### src/rtl/baud_pkg.sv
// Shared definitions for the programmable baud-rate clock generator.
package baud_pkg;

    localparam int ACC_W_DEF = 24;
    localparam longint F_CLK_HZ = 64'sd100_000_000;

    typedef logic [ACC_W_DEF-1:0] inc_t;

    // Increment that yields a 16x-baud tick: round(16 * baud * 2^ACC_W / f_clk).
    function automatic longint inc_for(input longint f_clk, input longint baud);
        longint num;
        num = 64'sd16 * baud * (64'sd1 <<< ACC_W_DEF);
        return (num + (f_clk / 64'sd2)) / f_clk;
    endfunction

    localparam inc_t INC_110     = inc_t'(inc_for(F_CLK_HZ, 64'sd110));
    localparam inc_t INC_300     = inc_t'(inc_for(F_CLK_HZ, 64'sd300));
    localparam inc_t INC_2400    = inc_t'(inc_for(F_CLK_HZ, 64'sd2400));
    localparam inc_t INC_9600    = inc_t'(inc_for(F_CLK_HZ, 64'sd9600));
    localparam inc_t INC_1562500 = inc_t'(inc_for(F_CLK_HZ, 64'sd1562500));

endpackage

### src/rtl/baud_clock_gen_channel.sv
// One rate channel: phase accumulator with shadowed increment, divide chain
// clocked by the accumulator carry, and a retriggerable falling-edge pulse stretcher.
module baud_clock_gen_channel
    import baud_pkg::*;
#(
    parameter int ACC_W        = ACC_W_DEF,
    parameter int DIV_W        = 4,
    parameter int INC_RESET    = 4194304,
    parameter int PULSE_CYCLES = 9
) (
    input  logic             clk,
    input  logic             reset,
    input  logic             en_i,
    input  logic             inc_wr_i,
    input  logic [ACC_W-1:0] inc_data_i,
    input  logic             strobe_i,
    output logic             tick_o,
    output logic [DIV_W-1:0] div_o,
    output logic             pulse_o
);

    localparam int CW = (PULSE_CYCLES > 1) ? $clog2(PULSE_CYCLES) : 1;

    logic [ACC_W-1:0] acc_q, acc_d;
    logic [ACC_W-1:0] inc_act_q, inc_act_d;
    logic [ACC_W-1:0] inc_shd_q, inc_shd_d;
    logic             pend_q, pend_d;
    logic [DIV_W-1:0] div_cnt_q, div_cnt_d;
    logic             tick_q, tick_d;
    logic             prev_q, prev_d;
    logic [CW-1:0]    pcnt_q, pcnt_d;
    logic             pulse_q, pulse_d;

    logic [ACC_W:0]   sum_s;
    logic             carry_s;
    logic             fall_s;

    // Next-state logic for accumulator, rate shadowing, divider and stretcher.
    always_comb begin
        sum_s   = {1'b0, acc_q} + {1'b0, inc_act_q};
        carry_s = en_i & sum_s[ACC_W];
        fall_s  = prev_q & ~strobe_i;

        // Accumulator and divide chain advance only while enabled.
        if (en_i) begin
            acc_d     = sum_s[ACC_W-1:0];
            tick_d    = sum_s[ACC_W];
            div_cnt_d = div_cnt_q + {{(DIV_W-1){1'b0}}, sum_s[ACC_W]};
        end else begin
            acc_d     = acc_q;
            tick_d    = 1'b0;
            div_cnt_d = div_cnt_q;
        end

        // A pending shadow is promoted on a carry (the carrying add used the
        // old value) or at once while the channel is idle.
        inc_act_d = inc_act_q;
        inc_shd_d = inc_shd_q;
        pend_d    = pend_q;
        if (pend_q && (carry_s || !en_i)) begin
            inc_act_d = inc_shd_q;
            pend_d    = 1'b0;
        end else begin
            pend_d    = pend_q;
        end
        // A fresh write always lands in the shadow; while idle it goes live too.
        if (inc_wr_i) begin
            inc_shd_d = inc_data_i;
            if (!en_i) begin
                inc_act_d = inc_data_i;
                pend_d    = 1'b0;
            end else begin
                pend_d    = 1'b1;
            end
        end else begin
            inc_shd_d = inc_shd_d;
        end

        // Retriggerable stretcher: each fall reloads the full width.
        prev_d = strobe_i;
        if (fall_s) begin
            pcnt_d = CW'(PULSE_CYCLES - 1);
        end else if (pcnt_q != {CW{1'b0}}) begin
            pcnt_d = pcnt_q - {{(CW-1){1'b0}}, 1'b1};
        end else begin
            pcnt_d = pcnt_q;
        end
        pulse_d = fall_s | (pcnt_q != {CW{1'b0}});
    end

    // State registers with synchronous reset.
    always_ff @(posedge clk) begin
        if (reset) begin
            acc_q     <= {ACC_W{1'b0}};
            inc_act_q <= ACC_W'(INC_RESET);
            inc_shd_q <= ACC_W'(INC_RESET);
            pend_q    <= 1'b0;
            div_cnt_q <= {DIV_W{1'b0}};
            tick_q    <= 1'b0;
            prev_q    <= 1'b0;
            pcnt_q    <= {CW{1'b0}};
            pulse_q   <= 1'b0;
        end else begin
            acc_q     <= acc_d;
            inc_act_q <= inc_act_d;
            inc_shd_q <= inc_shd_d;
            pend_q    <= pend_d;
            div_cnt_q <= div_cnt_d;
            tick_q    <= tick_d;
            prev_q    <= prev_d;
            pcnt_q    <= pcnt_d;
            pulse_q   <= pulse_d;
        end
    end

    assign tick_o  = tick_q;
    assign div_o   = div_cnt_q;
    assign pulse_o = pulse_q;

endmodule

### src/rtl/baud_clock_gen.sv
// Multi-channel programmable baud-rate clock generator: one channel instance
// per rate, outputs packed into flat buses.
module baud_clock_gen
    import baud_pkg::*;
#(
    parameter int CHANNELS     = 2,
    parameter int ACC_W        = ACC_W_DEF,
    parameter int DIV_W        = 4,
    parameter int INC_RESET    = 4194304,
    parameter int PULSE_CYCLES = 9
) (
    input  logic                      clk,
    input  logic                      reset,
    input  logic [CHANNELS-1:0]       en,
    input  logic [CHANNELS-1:0]       inc_wr,
    input  logic [ACC_W-1:0]          inc_data,
    output logic [CHANNELS-1:0]       tick,
    output logic [CHANNELS*DIV_W-1:0] div_q,
    output logic [CHANNELS*DIV_W-1:0] div_qn,
    input  logic [CHANNELS-1:0]       strobe_in,
    output logic [CHANNELS-1:0]       pulse_out
);

    for (genvar c = 0; c < CHANNELS; c++) begin : g_ch
        baud_clock_gen_channel #(
            .ACC_W        (ACC_W),
            .DIV_W        (DIV_W),
            .INC_RESET    (INC_RESET),
            .PULSE_CYCLES (PULSE_CYCLES)
        ) u_ch (
            .clk        (clk),
            .reset      (reset),
            .en_i       (en[c]),
            .inc_wr_i   (inc_wr[c]),
            .inc_data_i (inc_data),
            .strobe_i   (strobe_in[c]),
            .tick_o     (tick[c]),
            .div_o      (div_q[c*DIV_W +: DIV_W]),
            .pulse_o    (pulse_out[c])
        );
    end

    // Complement taps are a plain inversion of the registered divider.
    assign div_qn = ~div_q;

endmodule

### config.mk
export PLATFORM = sky130hd
export DESIGN_NAME = baud_clock_gen
export DESIGN_NICKNAME = d
export VERILOG_FILES = /design/src/rtl/baud_pkg.sv /design/src/rtl/baud_clock_gen_channel.sv /design/src/rtl/baud_clock_gen.sv
export SDC_FILE = /design/constraint.sdc
export NUM_CORES = 1
export LEC_CHECK = 0
export ABC_AREA = 1
export ABC_CLOCK_PERIOD_IN_PS = 2400
export CAP_MARGIN = 20
export CORE_UTILIZATION = 44
export CTS_CLUSTER_DIAMETER = 40
export DETAILED_ROUTE_END_ITERATION = 8
export GPL_ROUTABILITY_DRIVEN = 0
export MAX_ROUTING_LAYER = met4
export SYNTH_ARGS = -nofsm -noshare
export SYNTH_HDL_FRONTEND = slang
export SYNTH_HIERARCHICAL = 1
export SYNTH_SLANG_ARGS = --single-unit
### constraint.sdc
create_clock -name clk -period 2.4 [get_ports clk]
set_input_delay 0.36 -clock clk [delete_from_list [all_inputs] [get_ports clk]]
set_output_delay 0.36 -clock clk [all_outputs]
set_load 0.03 [all_outputs]
### Word level (Yosys, flattened, before mapping)

Cells that the tools add are included.

| storage, ports and cells | value |
|---|---|
| flip-flop bits (word level) | 168 |
| input bits | 32 |
| output and inout bits | 20 |
| logic and storage cells | 69 |

| cells by class | value |
|---|---|
| bitwise logic cells | 11 |
| reductions and logical operators | 16 |
| mux-type cells | 16 |
| add/subtract/negate cells | 6 |

Operators by type and width:

| cell | number |
|---|---|
| 24-bit two-way mux | 6 |
| 24-bit by 24-bit adder with 25-bit output | 2 |
| 4-bit two-way mux | 4 |
| 4-bit by 1-bit adder with 4-bit output | 2 |
| 8-bit inverter | 1 |
| 2-bit nonzero test | 4 |
| 4-bit nonzero test | 2 |
| 2-bit OR reduction | 4 |
| 4-bit by 1-bit subtractor with 4-bit output, second input constant | 2 |
| 1-bit two-way mux | 6 |
| 1-bit bitwise AND | 4 |
| 1-bit inverter | 4 |
| 1-bit logical AND | 2 |
| 1-bit zero test | 2 |
| 1-bit logical OR | 2 |
| 1-bit OR | 2 |

### Depth between registers and ports, before layout

Gate-level depths: netlist (run 1).

| logic depth | value |
|---|---|
| word-level depth | 7 |
| mapped depth | 15 |
| mapped depth without buffers | 15 |

### Modules after synthesis

The synthesis (run 1) kept the hierarchy.

Modules (own cells, without submodules):

| module | seq. area each (µm²) | cells an instance | times used | area an instance (µm²) |
|---|---|---|---|---|
| baud_clock_gen_channel (g_ch[1].u_ch) | 1681.6 | 718 | 1 | 5029.8 |
| baud_clock_gen_channel (g_ch[0].u_ch) | 1681.6 | 729 | 1 | 4948.5 |
| baud_clock_gen | 0.0 | 8 | 1 | 30.0 |

### Least setup slack after synthesis (run 1)

Ideal clock, no wire load.

| path | value |
|---|---|
| path type | reg-to-reg |
| start point | register g_ch[0].u_ch.acc_q[0] |
| end point | register g_ch[0].u_ch.div_cnt_q[1] |
| stages on the path, launching flop included | 13 |
| setup slack | 0.284 ns |
| clock period less this slack | 2.116 ns |
| library setup time | 0.116 ns |
| arrival | 2.000 ns |
| data required time | 2.284 ns |
| path through | dfxtp_1 ha_1 fa_1 nand2_1 nand2_1 nand3_1 nand2_2 nand2_2 nand3_1 ha_1 ha_1 nor2_1 nor2_1 |

| between the ends | value |
|---|---|
| word-level cells in the longest chain between the ends | 2 |

Ends and longest elaborated chain:

| what | line | text |
|---|---|---|
| start: declaration | baud_clock_gen_channel.sv:24 | `logic [ACC_W-1:0] acc_q, acc_d;` |
| start signal: assignment | baud_clock_gen_channel.sv:94 | `acc_q <= {ACC_W{1'b0}};` |
| 24-bit by 24-bit adder with 25-bit output | baud_clock_gen_channel.sv:40 | `sum_s = {1'b0, acc_q} + {1'b0, inc_act_q};` |
| named net g_ch[0].u_ch.sum_s[24] | baud_clock_gen_channel.sv:34 | `logic [ACC_W:0] sum_s;` |
| 4-bit by 1-bit adder with 4-bit output | baud_clock_gen_channel.sv:48 | `div_cnt_d = div_cnt_q + {{(DIV_W-1){1'b0}}, sum_s[ACC_W]};` |
| end signal: assignment | baud_clock_gen_channel.sv:98 | `div_cnt_q <= {DIV_W{1'b0}};` |
| end signal: assignment | baud_clock_gen_channel.sv:108 | `div_cnt_q <= div_cnt_d;` |
| end: declaration | baud_clock_gen_channel.sv:28 | `logic [DIV_W-1:0] div_cnt_q, div_cnt_d;` |

The timed path passes the listed nets, and every way through them passes these cells.
A chain may end at the register's enable or synchronous reset.

### Worst setup path in the final report (run 1)

| path | value |
|---|---|
| start point | register g_ch[0].u_ch.inc_act_q[0] |
| end point | register g_ch[0].u_ch.div_cnt_q[1] |

| between the ends | value |
|---|---|
| word-level cells in the longest chain between the ends | 2 |

Ends and longest elaborated chain:

| what | line | text |
|---|---|---|
| start: declaration | baud_clock_gen_channel.sv:25 | `logic [ACC_W-1:0] inc_act_q, inc_act_d;` |
| start signal: assignment | baud_clock_gen_channel.sv:95 | `inc_act_q <= ACC_W'(INC_RESET);` |
| start signal: assignment | baud_clock_gen_channel.sv:105 | `inc_act_q <= inc_act_d;` |
| 24-bit by 24-bit adder with 25-bit output | baud_clock_gen_channel.sv:40 |  |
| named net g_ch[0].u_ch.sum_s[24] | baud_clock_gen_channel.sv:34 |  |
| 4-bit by 1-bit adder with 4-bit output | baud_clock_gen_channel.sv:48 |  |

The timed path passes the listed nets, and every way through them passes these cells.

==> flow_metrics.env, run 1 <==
export IMPL_crit_cells=12
export IMPL_cts_buffer_depth=2
export IMPL_ys_types=43
export IMPL_boundaryPins=52
export IMPL_clk_latency_ps=440
export IMPL_cts_hold_buf=0
export IMPL_grt_pass1_wl_um=43800
export IMPL_syn_to_final_growth_pct=14.6
export IMPL_crit_path_max_fanout=4
export IMPL_switching_share=0.323
export IMPL_power_switching_uw=2550
export IMPL_viasPerCell=5.09
export IMPL_synth_area_leaders="dfxtp_1 34%, nor2_1 8.8%, nand2_1 8.6%"
export IMPL_synth_top_area_frac=0.336
export IMPL_peakVddDrop_uv=470
export IMPL_slowest_delay_ps=390
export IMPL_cp_start_kind="flip-flop"
export IMPL_synth_flop_cell="dfxtp_1"
export IMPL_crit_slowest_cell="fa_1"
export IMPL_p_int_uw=5360
export IMPL_die_h_um=153
export IMPL_slew_headroom=0.608
export IMPL_nFillCells=2222
export IMPL_synth_cells=1455
export IMPL_seq_area_um2=3360
export IMPL_placement_io_buffers=51
export IMPL_critical_path_top_delay_family="adder cells"
export IMPL_cts_sinks=168
export IMPL_arrival_ps=2530
export IMPL_slew_violations=0
export IMPL_synth_edf_count=0
export IMPL_grt_use_total=0.241
export IMPL_drtIter0Drc=662
export IMPL_antenna_left=0
export IMPL_hold_class="in2reg"
export IMPL_fp_row_count=54
export IMPL_r2r_worst_path_cells=12
export IMPL_post_synth_cell_area_avg_um2=6.88
export IMPL_finalWirelength_um=26200
export IMPL_die_x_um=153
export IMPL_leakagePower_uw=0.00540
export IMPL_hold_depth=4
export IMPL_clock_skew_ps=10.5
export IMPL_clk_pin_slew_worst_paths_ps=70
export IMPL_setup_viol=0
export IMPL_crit_path_cell_trace="ha_2, fa_1, nand2_1, nand2_1, nand3_1, nand2_2, nand2_2, nand3_1, ha_1, ha_1, nor2_1, nor2_1"
export IMPL_cp_num_buf_inv=0
export IMPL_diodes=0
export IMPL_maxCapViolCount=0
export IMPL_route_detailed_drc=0
export IMPL_cts_buffers=17
export IMPL_cts_tree="built"
export IMPL_period_share=0.919
export IMPL_fin_nets=1601
export IMPL_final_util=0.519
export IMPL_antenna_found_initial=0
export IMPL_p_per_area_nw_per_um2=690
export IMPL_cp_end_kind="flip-flop"
export IMPL_cp_required_ps=2730
export IMPL_fmax_mhz=453
export IMPL_num_vias=9174
export IMPL_clockRootBuffer="clkbuf_16"
export IMPL_drtPass1Iterations=9
export IMPL_synth_top_area_cell="dfxtp_1"
export IMPL_ys_warn_count=6
export IMPL_grt_max_degree=35
export IMPL_pwr_share_clk=0.349
export IMPL_worst_pin_slew_ps=588
export IMPL_synth_yosys_seq_area_share=0.336
export IMPL_pwr_share_comb=0.241
export IMPL_coreArea_um2=22100
export IMPL_crit_type="reg2reg"
export IMPL_syn_num_nets=1545
export IMPL_min_period_ps=2210
export IMPL_ys_ff_latch=168
export IMPL_drive_above_1_share=0.112
export IMPL_multi_input_area_um2=5580
export IMPL_postSynth_asyncResetShare=0
export IMPL_syn_area_um2=10000
export IMPL_htreeDepth=4
export IMPL_grt_overflow=0
export IMPL_wire_per_inst_um=14.5
export IMPL_place_hpwl_um=19700
export IMPL_dieArea_um2=23400
export IMPL_finalSetupTns_ps=0
export IMPL_rsz0062_at_grt="no"
export IMPL_hold_viol=0
export IMPL_pwr_share_seq=0.411
export IMPL_start_util=0.453
export IMPL_grt_pass1_vias=8706
export IMPL_status="complete, no violations"
## metrics by stage
stage	hold WS (ps)	cell area (µm²)	power (µW)	std cells	setup slack, ps
after global placement	439	10900	5180	1769	210
after global routing	424	11500	8400	1803	1.08
final	407	11500	7910	1803	194
after detailed placement	445	10900	5210	1769	142
after floorplan	430	10000	4700	1455	284
after CTS	389	11400	8000	1800	130
## what timing repair did
action                     4_1_cts  5_1_grt
setup buffers                    0        3
setup endpoints to repair        0        4
resized for setup                0        2
## routing by layer
layer / part of all wire / vias up / GRT usage
met4: 0.021 / 0 / 0.0794
met1: 0.48 / 4153 / 0.308
met2: 0.46 / 182 / 0.391
li1: - / 4797 / -
met3: 0.037 / 42 / 0.0329
met5: 0 / - / -
## final timing paths
kind	start	end	slack, ps
min reg2reg	g_ch[1].u_ch/inc_shd_q[23]$_SDFFE_PP0P_	g_ch[1].u_ch/inc_shd_q[23]$_SDFFE_PP0P_	450
max	g_ch[0].u_ch/inc_act_q[0]$_SDFF_PP0_	g_ch[0].u_ch/div_o[1]$_SDFFE_PP0P_	190
max reg2reg	g_ch[0].u_ch/inc_act_q[0]$_SDFF_PP0_	g_ch[0].u_ch/div_o[1]$_SDFFE_PP0P_	190
min	reset	g_ch[1].u_ch/acc_q[17]$_SDFFE_PP0P_	410
## registers in the layout (all words and copies together) (netlist names), 8 cells and up
signal               cells
g_ch.u_ch/acc_q         48
g_ch.u_ch/div_o          8
g_ch.u_ch/inc_act_q     48
g_ch.u_ch/inc_shd_q     48
g_ch.u_ch/pcnt_q         8
## power by group through the flow
stage / registers, µW / logic [µW] / clock network [µW]
2_1_floorplan: 3300 / 1390 / 0
3_3_place_gp: 3310 / 1870 / 0
3_5_place_dp: 3310 / 1900 / 0
4_1_cts: 3250 / 1910 / 2840
5_1_grt: 3290 / 2160 / 2950
6_report: 3250 / 1900 / 2760
## kinds of logic (layout without fill, tap and decap cells)
family / count (synthesis) / count (layout) / synth area share
adders and majority gates: 58 / 58 / 0.0740
AOI/OAI and AO/OA: 303 / 303 / 0.173
buffers and inverters: 261 / 329 / 0.107
DFF: 168 / 168 / 0.336
xor gates and xnor gates: 27 / 27 / 0.0236
and+or+nand+nor: 638 / 638 / 0.287
## cells in the final DEF, fill, tap and decap left out, types with 19 or more instances in the layout
| cell type | synthesis | final |
|---|---|---|
| inv_1 | 206 | 206 |
| ha_1 | 56 | 55 |
| o21ai_0 | 114 | 114 |
| nand3_1 | 76 | 76 |
| clkdlybuf4s50_1 | 0 | 50 |
| buf_4 | 1 | 36 |
| nand4_1 | 19 | 19 |
| a21oi_2 | 34 | 34 |
| nand2_1 | 228 | 228 |
| a21oi_1 | 117 | 117 |
| nor2_1 | 234 | 233 |
| dfxtp_1 | 168 | 168 |
| nand2_2 | 29 | 29 |
## cell usage after synthesis, types with 12 or more instances
cell,count
o21ai_0,114
clkbuf_1,30
xor2_1,17
nand4_1,19
dfxtp_1,168
nor3_1,12
nand3_1,76
nand2_1,228
inv_1,206
a21oi_2,34
a21oi_1,117
nand2_2,29
ha_1,56
nor2_1,234
## worst reg2reg max path, delay by kind of cell, from the launching register on
family	cells	cell delay [ps]
simple gates	8	710
fa+ha+maj	4	1080
flops	1	320
## final cells by class
| cell class | count | share of cell area |
|---|---|---|
| multi-input cells | 1026 | 0.487 |
| flip-flops and latches | 168 | 0.293 |
| clock inverters | 12 | 0.0125 |
| inverters | 210 | 0.0696 |
| well taps | 280 | 0.0306 |
| clock buffers | 19 | 0.0378 |
| repair buffers | 88 | 0.0694 |
No activity file was read; power rests on OpenSTA's default activity.
==> run 2, diff against run 1 <==
- CTS_CLUSTER_SIZE: default -> 10
- TNS_END_PERCENT: default -> 1
==> flow_metrics.env, run 2 (synthesized netlist as in run 1, its figures left out) <==
export IMPL_switching_share=0.322
export IMPL_coreArea_um2=22100
export IMPL_fp_row_count=54
export IMPL_clockRootBuffer="clkbuf_16"
export IMPL_setup_ws_ps=172
export IMPL_pwr_share_seq=0.411
export IMPL_setup_viol=0
export IMPL_total_power_uw=7910
export IMPL_place_hpwl_um=19700
export IMPL_cts_buffers=17
export IMPL_peakVddDrop_uv=470
export IMPL_leakagePower_uw=0.00540
export IMPL_boundaryPins=52
export IMPL_cts_tree="built"
export IMPL_cts_buffer_depth=2
export IMPL_grt_use_total=0.241
export IMPL_cp_required_ps=2730
export IMPL_cp_num_buf_inv=0
export IMPL_die_h_um=153
export IMPL_p_int_uw=5360
export IMPL_syn_to_final_growth_pct=14.6
export IMPL_htreeDepth=4
export IMPL_num_vias=9187
export IMPL_clk_latency_ps=440
export IMPL_postPlaceCellArea_um2=10900
export IMPL_route_detailed_drc=0
export IMPL_grt_overflow=0
export IMPL_fin_nets=1601
export IMPL_cp_start_kind="flip-flop"
export IMPL_min_period_ps=2230
export IMPL_dieArea_um2=23400
export IMPL_drtIter0Drc=654
export IMPL_cp_common_cell="ha_1"
export IMPL_pwr_share_clk=0.348
export IMPL_grt_pass1_vias=8706
export IMPL_grt_pass1_wl_um=43800
export IMPL_rsz0062_at_grt="yes"
export IMPL_wire_per_inst_um=14.6
export IMPL_slowest_delay_ps=400
export IMPL_viasPerCell=5.10
export IMPL_grt_max_degree=35
export IMPL_crit_type="reg2reg"
export IMPL_critical_path_top_delay_family="adder cells"
export IMPL_antenna_found_initial=0
export IMPL_period_share=0.928
export IMPL_cts_sinks=168
export IMPL_diodes=0
export IMPL_crit_path_cell_trace="ha_1, fa_1, nand2_1, nand2_1, nand3_1, nand2_2, nand2_2, nand3_1, ha_1, ha_1, nor2_1, nor2_1"
export IMPL_antenna_left=0
export IMPL_clk_pin_slew_worst_paths_ps=70
export IMPL_slew_headroom=0.607
export IMPL_finalWirelength_um=26200
export IMPL_power_switching_uw=2550
export IMPL_crit_path_max_fanout=4
export IMPL_cts_hold_buf=0
export IMPL_final_common_cell="nor2_1"
export IMPL_arrival_ps=2550
export IMPL_crit_slowest_cell="fa_1"
export IMPL_p_per_area_nw_per_um2=690
export IMPL_status="complete, no violations"
export IMPL_start_util=0.453
export IMPL_clock_skew_ps=12.6
export IMPL_final_area_um2=11500
export IMPL_reg_top3="g_ch.u_ch/acc_q: 48 flops, g_ch.u_ch/inc_act_q: 48 flops, g_ch.u_ch/inc_shd_q: 48 flops"
export IMPL_place_ws_ps=142
export IMPL_drtPass1Iterations=9
export IMPL_cp_end_kind="flip-flop"
export IMPL_pwr_share_comb=0.241
export IMPL_drive_above_1_share=0.112
export IMPL_placement_io_buffers=51
export IMPL_finalSetupTns_ps=0
export IMPL_hold_viol=0
export IMPL_slew_violations=0
export IMPL_mostFrequentLayoutCells="233 x nor2_1, 228 x nand2_1, 206 x inv_1"
export IMPL_worst_pin_slew_ps=589
export IMPL_fmax_mhz=449
export IMPL_hold_class="in2reg"
export IMPL_maxCapViolCount=0
export IMPL_die_x_um=153
-- run 2: cell counts in the layout (fill, tap and decap cells not counted) --
Identical to the previous run, type by type.
-- run 2: final timing paths --
path / start / endpoint / slack [ps] / depth (start not counted)
worst max-delay path: g_ch[0].u_ch/acc_q[0]$_SDFFE_PP0P_ / g_ch[0].u_ch/div_o[1]$_SDFFE_PP0P_ / 170 / 12
worst min-delay path: reset / g_ch[1].u_ch/acc_q[17]$_SDFFE_PP0P_ / 410 / 4
worst max register to register: g_ch[0].u_ch/acc_q[0]$_SDFFE_PP0P_ / g_ch[0].u_ch/div_o[1]$_SDFFE_PP0P_ / 170 / 12
worst min register to register: g_ch[1].u_ch/inc_shd_q[23]$_SDFFE_PP0P_ / g_ch[1].u_ch/inc_shd_q[23]$_SDFFE_PP0P_ / 450 / 2
-- run 2: cell type report --
type	instances	area [µm²]
clock buffer	19	433
clock inverter	12	144
fill	2222	10600
inverter	210	798
multi-input combinational	1026	5580
sequential	168	3360
tap	280	350
timing repair buffer	88	796
-- run 2: layer usage --
layer  up-vias  track usage  share of wire
li1       4796            -              -
met4         0       0.0794          0.021
met1      4148        0.308           0.48
met3        42       0.0329          0.039
met5         -            -              0
met2       201        0.391           0.46
-- run 2: metrics by stage --
stage | util | cells | hold slack (ps)
floorplan | - | 1455 | 430
finish | 0.519 | 1803 | 409
detailed placement | 0.492 | 1769 | 445
global placement | 0.492 | 1769 | 439
global route | 0.519 | 1803 | 424
CTS | 0.518 | 1800 | 389
-- run 2: repair_timing --
| action | CTS | global route |
|---|---|---|
| buffers inserted | 0 | 3 |
| resized for setup | 0 | 1 |
| endpoints found under the setup margin | 0 | 4 |
-- run 2: tightest hold or removal path: stages --
cell and delay, ps:
buf_2 210, nor2_1 140, nand2_1 60, inv_1 40
-- run 2: power by group through the flow --
stage / clock network [µW] / logic (µW) / registers [µW]
floorplan: 0 / 1390 / 3300
global placement: 0 / 1870 / 3310
detailed placement: 0 / 1900 / 3310
CTS: 2840 / 1910 / 3250
global route: 2950 / 2160 / 3290
finish: 2760 / 1900 / 3250
==> run 3, diff against run 2 <==
- CORE_UTILIZATION: 44 -> 35
==> flow_metrics.env, run 3 (synthesized netlist as in run 1, its figures left out) <==
export IMPL_status="complete, no violations"
export IMPL_viasPerCell=4.83
export IMPL_worst_pin_slew_ps=721
export IMPL_hold_class="reg2reg"
export IMPL_grt_max_degree=61
export IMPL_seq_area_um2=3360
export IMPL_grt_pass1_wl_um=44000
export IMPL_mostFrequentLayoutCells="233 x nor2_1, 228 x nand2_1, 206 x inv_1"
export IMPL_grt_overflow=0
export IMPL_place_hpwl_um=19800
export IMPL_drive_above_1_share=0.112
export IMPL_period_share=0.929
export IMPL_fmax_mhz=449
export IMPL_finalWirelength_um=26500
export IMPL_nFillCells=2973
export IMPL_cts_tree="built"
export IMPL_antenna_left=0
export IMPL_clockRootBuffer="clkbuf_16"
export IMPL_arrival_ps=2540
export IMPL_grt_pass1_vias=8795
export IMPL_die_h_um=171
export IMPL_syn_to_final_growth_pct=16.1
export IMPL_cp_start_kind="flip-flop"
export IMPL_cts_hold_buf=0
export IMPL_cp_end_kind="flip-flop"
export IMPL_route_detailed_drc=0
export IMPL_boundaryPins=52
export IMPL_start_util=0.358
export IMPL_dieArea_um2=29300
export IMPL_fin_nets=1596
export IMPL_cts_buffers=17
export IMPL_maxCapViolCount=0
export IMPL_crit_path_max_fanout=4
export IMPL_wire_per_inst_um=14.0
export IMPL_fp_row_count=61
export IMPL_final_common_cell="nor2_1"
export IMPL_slew_headroom=0.518
export IMPL_crit_type="reg2reg"
export IMPL_diodes=0
export IMPL_rsz0062_at_grt="no"
export IMPL_num_vias=9164
export IMPL_clock_skew_ps=10.2
export IMPL_stdcell_count=1897
export IMPL_clk_pin_slew_worst_paths_ps=70
export IMPL_cts_buffer_depth=2
export IMPL_dpl_cell_count=1860
export IMPL_drtIter0Drc=562
export IMPL_min_period_ps=2230
export IMPL_finalSetupTns_ps=0
export IMPL_drtPass1Iterations=7
export IMPL_multi_input_area_um2=5600
export IMPL_htreeDepth=4
export IMPL_hold_viol=0
export IMPL_p_per_area_nw_per_um2=700
export IMPL_slew_violations=0
export IMPL_leakagePower_uw=0.00541
export IMPL_placement_io_buffers=51
export IMPL_coreArea_um2=27900
export IMPL_die_x_um=171
export IMPL_cts_sinks=168
export IMPL_cp_required_ps=2710
export IMPL_antenna_found_initial=0
export IMPL_peakVddDrop_uv=451
export IMPL_grt_use_total=0.194
export IMPL_reg_top3="g_ch.u_ch/acc_q: 48 flops, g_ch.u_ch/inc_act_q: 48 flops, g_ch.u_ch/inc_shd_q: 48 flops"
export IMPL_clk_latency_ps=420
export IMPL_setup_viol=0
## run 3: cell types whose count changed in the layout (fill, tap and decap cells not counted), sizes merged
cell / before / now
buf: 38 / 32
clkinv: 1 / 4
bufinv: 2 / 4
inv: 215 / 213
clkbuf: 19 / 18
clkinvlp: 4 / 3
nand2: 264 / 265
## run 3: metrics by stage
stage	hold WS [ps]	setup WS (ps)	total power (µW)	utilization	area, µm²
finish	452	172	8130	0.416	11600
global route	473	8.24	8620	0.416	11600
CTS	453	166	8200	0.414	11600
detailed placement	443	179	5190	0.391	10900
global placement	439	200	5160	0.391	10900
floorplan	430	284	4700	-	10000
## run 3: area by class of cell
class / instances / share of cell area
Multi-Input combinational cell: 1027 / 0.481
Clock buffer: 18 / 0.0378
Inverter: 210 / 0.0693
Clock inverter: 14 / 0.0168
Timing Repair Buffer: 82 / 0.0646
Tap cell: 378 / 0.0407
Sequential cell: 168 / 0.289
## run 3: timing repair
item,in CTS,in global routing
resized for setup,0,6
buffers inserted,0,4
setup endpoints to repair,0,5
## run 3: final timing paths
check	startpoint	endpoint	slack [ps]	depth (start not counted)
worst min register to register	g_ch[0].u_ch/inc_shd_q[23]$_SDFFE_PP0P_	g_ch[0].u_ch/inc_shd_q[23]$_SDFFE_PP0P_	450	2
worst max register to register	g_ch[1].u_ch/acc_q[0]$_SDFFE_PP0P_	g_ch[1].u_ch/div_o[1]$_SDFFE_PP0P_	170	12
worst min-delay path	g_ch[0].u_ch/inc_shd_q[23]$_SDFFE_PP0P_	g_ch[0].u_ch/inc_shd_q[23]$_SDFFE_PP0P_	450	2
worst max-delay path	g_ch[1].u_ch/acc_q[0]$_SDFFE_PP0P_	g_ch[1].u_ch/div_o[1]$_SDFFE_PP0P_	170	12
## run 3: report_power, final
group | total, µW | internal (µW) | leakage, µW | switching [µW]
Sequential | 3260 | 3080 | 0.00139 | 180
Combinational | 1900 | 731 | 0.00371 | 1170
Clock | 2980 | 1780 | 0.000305 | 1190
Total | 8130 | 5590 | 0.00541 | 2540
## run 3: critical path, cell delays in order, from the launching register on
cell	delay, ps
dfxtp_1	310
ha_1	250
fa_1	400
nand2_1	70
nand2_1	60
nand3_1	90
nand2_2	90
nand2_2	100
nand3_1	110
ha_1	220
ha_1	270
nor2_1	100
nor2_1	50
## run 3: metal layers
| metal | global-route usage | share of wire | up-vias |
|---|---|---|---|
| met4 | 0.0419 | 0.013 | 0 |
| met1 | 0.235 | 0.47 | 4208 |
| met5 | - | 0 | - |
| met2 | 0.335 | 0.49 | 145 |
| li1 | - | - | 4783 |
| met3 | 0.0322 | 0.031 | 28 |
